## config.mk

```make
export PLATFORM = sky130hd
export DESIGN_NAME = i2c_reg_sequencer
export DESIGN_NICKNAME = d
export VERILOG_FILES = /design/src/rtl/i2c_reg_sequencer.sv
export SDC_FILE = /design/constraint.sdc
export NUM_CORES = 1
export LEC_CHECK = 0
export BUFFER_PORTS_ARGS = -buffer_cell sky130_fd_sc_hd__buf_2
export CORE_ASPECT_RATIO = 1.2
export CORE_MARGIN = 2
export CORE_UTILIZATION = 50
export DETAILED_ROUTE_END_ITERATION = 10
export PLACE_DENSITY = 0.91
export SLEW_MARGIN = 10
export SYNTH_ARGS = -nofsm -noshare
export SYNTH_HDL_FRONTEND = slang
export SYNTH_SLANG_ARGS = --single-unit
```

## constraint.sdc

```tcl
create_clock -name clk -period 4.9 [get_ports clk]
set_input_delay 1.225 -clock clk [delete_from_list [all_inputs] [get_ports clk]]
set_output_delay 1.225 -clock clk [all_outputs]
set_load 0.01 [all_outputs]
```

## src/rtl/i2c_reg_sequencer.sv

```systemverilog
// rtl/i2c_reg_sequencer.sv - walks a {reg_addr, value} table through the I2C byte-write engine
// Optional feature macro: SEQ_RETRY_LIMIT_EN (bounded ACK retries, error output and S_FAIL)
module i2c_reg_sequencer #(
    parameter int         NUM_CMDS    = 24,
    parameter logic [6:0] CHIP_ADDR   = 7'h39,
    parameter int         MAX_RETRIES = 3
) (
    input  logic        clk,
    input  logic        reset,
    input  logic        restart_n,
    output logic [7:0]  cmd_index,
    input  logic [15:0] cmd_data,
    output logic [6:0]  i2c_chip_addr,
    output logic [7:0]  i2c_reg_addr,
    output logic [7:0]  i2c_value,
    output logic        i2c_enable,
    input  logic        i2c_done,
    input  logic        i2c_ack_error,
    output logic        ready,
    output logic        error
);

    typedef enum logic [2:0] {
        S_ISSUE = 3'd0,
        S_WAIT  = 3'd1,
        S_WAIT2 = 3'd2,
        S_DONE  = 3'd3,
        S_FAIL  = 3'd4
    } state_t;

    localparam logic [7:0] LAST_INDEX  = 8'(NUM_CMDS);
    localparam logic [3:0] RETRY_LIMIT = 4'(MAX_RETRIES);

    state_t     state;
    logic [3:0] retry_count;

    always_ff @(posedge clk) begin
        if (!reset) begin
            state         <= S_ISSUE;
            cmd_index     <= 8'd0;
            ready         <= 1'b0;
            i2c_enable    <= 1'b0;
            i2c_chip_addr <= 7'd0;
            i2c_reg_addr  <= 8'd0;
            i2c_value     <= 8'd0;
            retry_count   <= 4'd0;
`ifdef SEQ_RETRY_LIMIT_EN
            error         <= 1'b0;
`endif
        end else begin
            case (state)
                S_ISSUE: begin
                    if (i2c_done) begin
                        if (cmd_index == LAST_INDEX) begin
                            ready     <= 1'b1;
                            cmd_index <= 8'd0;
                            state     <= S_DONE;
                        end else begin
                            i2c_chip_addr <= CHIP_ADDR;
                            i2c_reg_addr  <= cmd_data[15:8];
                            i2c_value     <= cmd_data[7:0];
                            i2c_enable    <= 1'b1;
                            state         <= S_WAIT;
                        end
                    end
                end
                // Lets the engine drop i2c_done before the result is judged.
                S_WAIT: state <= S_WAIT2;
                S_WAIT2: begin
                    i2c_enable <= 1'b0;
                    if (i2c_done) begin
                        if (!i2c_ack_error) begin
                            cmd_index   <= cmd_index + 8'd1;
                            retry_count <= 4'd0;
                            state       <= S_ISSUE;
                        end else begin
                            if (retry_count != RETRY_LIMIT)
                                retry_count <= retry_count + 4'd1;
`ifdef SEQ_RETRY_LIMIT_EN
                            if (retry_count + 4'd1 >= RETRY_LIMIT) begin
                                error <= 1'b1;
                                state <= S_FAIL;
                            end else begin
                                state <= S_ISSUE;
                            end
`else
                            state <= S_ISSUE;
`endif
                        end
                    end
                end
                S_DONE: begin
                    if (!restart_n) begin
                        ready       <= 1'b0;
                        retry_count <= 4'd0;
                        state       <= S_ISSUE;
                    end
                end
                S_FAIL: begin
                    ready <= 1'b0;
                    if (!restart_n) begin
                        retry_count <= 4'd0;
                        cmd_index   <= 8'd0;
                        state       <= S_ISSUE;
`ifdef SEQ_RETRY_LIMIT_EN
                        error       <= 1'b0;
`endif
                    end
                end
                default: begin
                    i2c_enable <= 1'b0;
                    state      <= S_ISSUE;
                end
            endcase
        end
    end

`ifndef SEQ_RETRY_LIMIT_EN
    assign error = 1'b0;
`endif

endmodule

```

==> results.cfg <==
[clock_tree]
cts_buffers = 5
clockBufferDepth = 2
cts_root_buffer = clkbuf_4
cts_hold_buf = 0
cts_resized = 0
cts_tree = yes
h-tree-depth = 2
clock_latency_ns = 0.32
cts_setup_buffers = 0
clk_pin_slew_ns = 0.09
clock_sinks = 29

[grt]
grt_pass1_wl_um = 4400
grt_usage = 0.189
first_global_vias = 1021
grt_max_degree = 27
grt-ovfl-total = 0
antenna_found_initial = 0

[pwr]
p_leak_nw = 0.759
total_power_w = 0.000486
peakVddDrop_mv = 0.215
p_per_area_nw_per_um2 = 298

[yosys]
yosysTopAreaCell = dfxtp_1
synth_seq_area_share = 0.430
netlist_area_um2 = 1350
synth_compound_area_frac = 0.0881
synth_simple_gate_area_frac = 0.229
synth_area_leaders = dfxtp_1, mux2i_1, nor2b_1
synth-xor-area-share = 0.0325
synth_top_family_by_area = simple AND/OR/NAND/NOR gates
ys_ff_latch = 29
synthMuxAreaShare = 0.119
ys.flop_type = dfxtp_1
postSynth.asyncResetShare = 0
yosysWarnings = 0
yosys.area.top_type_share = 0.430
synth.avg_cell_area_um2 = 9.92
synth_edf_count = 0
synth_fa_ha_area_frac = 0.0186
synth_cell_type_count = 38
syn_inst = 136

[detailed_routing]
dr.pass1.iters = 5
via_count = 1107
postRouteAntennaNets = 0
drc = 0
wl_per_cell_um = 12.4
routed_via_density = 5.08
initialDrtViolationCount = 21
wirelength_um = 2700

[setup_path]
rrSetupSlack_ns = 2.55
crit_type = primary input to flop
rr_worst_depth = 6
path_max_fanout = 17
worstReg2RegEnd = i2c_reg_addr[6]$_SDFFE_PN0P_
cp-end-kind = flop
required_ns = 5.11
r2r_start = cmd_index[0]$_SDFFE_PN0P_
worstSetupStartpointType = primary input
critPathArrivalTime_ns = 2.69

[floorplanning]
initial_core_util = 0.528
die_w_um = 51.4
die_h_um = 60.9
row_count = 20
coreArea_um2 = 2550
io_pins = 55
die_area_um2 = 3130

[worst_hold_path]
min_path_cells = 2
min-delay-start = i2c_enable$_SDFFE_PN0P_
min_path_type = flop to flop
min_to = i2c_enable$_SDFFE_PN0P_

[timing]
period_minus_slack_ns = 2.48
slew_headroom = 0.311
setup_violations = 0
setup_tns_ns = 0
hold-worst-slack_ns = 0.510
rsz0062_at_grt = false
min_period_over_period = 0.506
timing.fmax_mhz = 403
worst_pin_slew_ns = 1.03
fin_skew_ns = 0.00598
hold_viol = 0
finalMaxSlewViolations = 0

[final_layout]
final_util = 0.640
syn_to_final_growth_pct = 21.1
most-common-layout-cells = buf_2, dfxtp_1, nor2b_1, mux2i_1, nand2_1
fin_nets = 207
stdcell_area_um2 = 1630
layout_commonest_cell = buf_2
num_antenna_cells = 0
drive_gt1_frac = 0.341

[place]
hpwl_um = 2030
port_buffers = 50
placed_cell_area_um2 = 1560
gp_congestion = 0.846

[job]
cap_violations = 0

[run_status]
status = finished, final reports clean
how the worst max path moves through the flow:
stage	start	endpoint	slack (ns)	depth (start not counted)
final	i2c_done	i2c_reg_addr[6]$_SDFFE_PN0P_	2.42	5
after detailed placement	i2c_done	i2c_reg_addr[6]$_SDFFE_PN0P_	2.05	5
after global routing	i2c_done	i2c_value[1]$_SDFFE_PN0P_	2.35	5
after global placement	i2c_done	i2c_reg_addr[2]$_SDFFE_PN0P_	2.17	5
after CTS	i2c_done	i2c_reg_addr[6]$_SDFFE_PN0P_	2.40	5
after floorplan	i2c_done	i2c_reg_addr[0]$_SDFFE_PN0P_	2.76	6
registers in the layout (all words and copies together) (netlist names):
name,cells
i2c_enable,1
cmd_index,8
ready,1
i2c_value,8
i2c_chip_addr,1
state,2
i2c_reg_addr,8
logic make-up after synthesis:
| group | after synthesis |
|---|---|
| mux | 16 |
| compound gates | 17 |
| fa+ha+maj | 2 |
| other cells | 1 |
| buf+inv | 15 |
| xor+xnor | 5 |
| simple gates | 51 |
| flops | 29 |
where the power goes:
| part | internal (W) | leakage [nW] | switching, W | total [W] |
|---|---|---|---|---|
| Clock | 0.0000830 | 0.0413 | 0.0000800 | 0.000163 |
| Combinational | 0.0000331 | 0.481 | 0.0000347 | 0.0000678 |
| Sequential | 0.000247 | 0.237 | 0.00000825 | 0.000256 |
synth_stat cells (2+ instances only):
master / count
dfxtp_1: 29
nor2b_1: 18
mux2i_1: 16
buf_4: 7
nand2_1: 7
nor2_1: 5
a21oi_1: 4
and2_1: 4
nand4_1: 4
o21ai_0: 4
xor2_1: 4
inv_1: 3
clkbuf_1: 2
ha_1: 2
nand3_1: 2
nor3_1: 2
o21a_1: 2
worst max-delay path, stage by stage:
cell and delay [ns]:
buf_2 0.13, nand2b_4 0.10, a211oi_4 0.86, mux2i_1 0.30, nor2b_1 0.07
metrics by stage:
stage	worst slack, ns	std cells
after detailed placement	2.05	210
after global placement	2.17	210
after global routing	2.35	218
after floorplan	2.76	139
after CTS	2.40	218
final	2.42	218
cell type report:
class / instances / area (µm²)
fillers: 222 / 920
multi-input cells: 95 / 679
flip-flops and latches: 29 / 581
repair buffers: 50 / 250
clock buffers: 7 / 65.1
well taps: 33 / 41.3
inverters: 3 / 11.3
clock inverters: 1 / 5.00
routing by layer:
layer,track usage,routed length (µm)
met1,0.212,1130
met2,0.335,1280
met3,0.0567,247
met4,0.0789,37
met5,0,0
(Power assumes the default switching activity.)
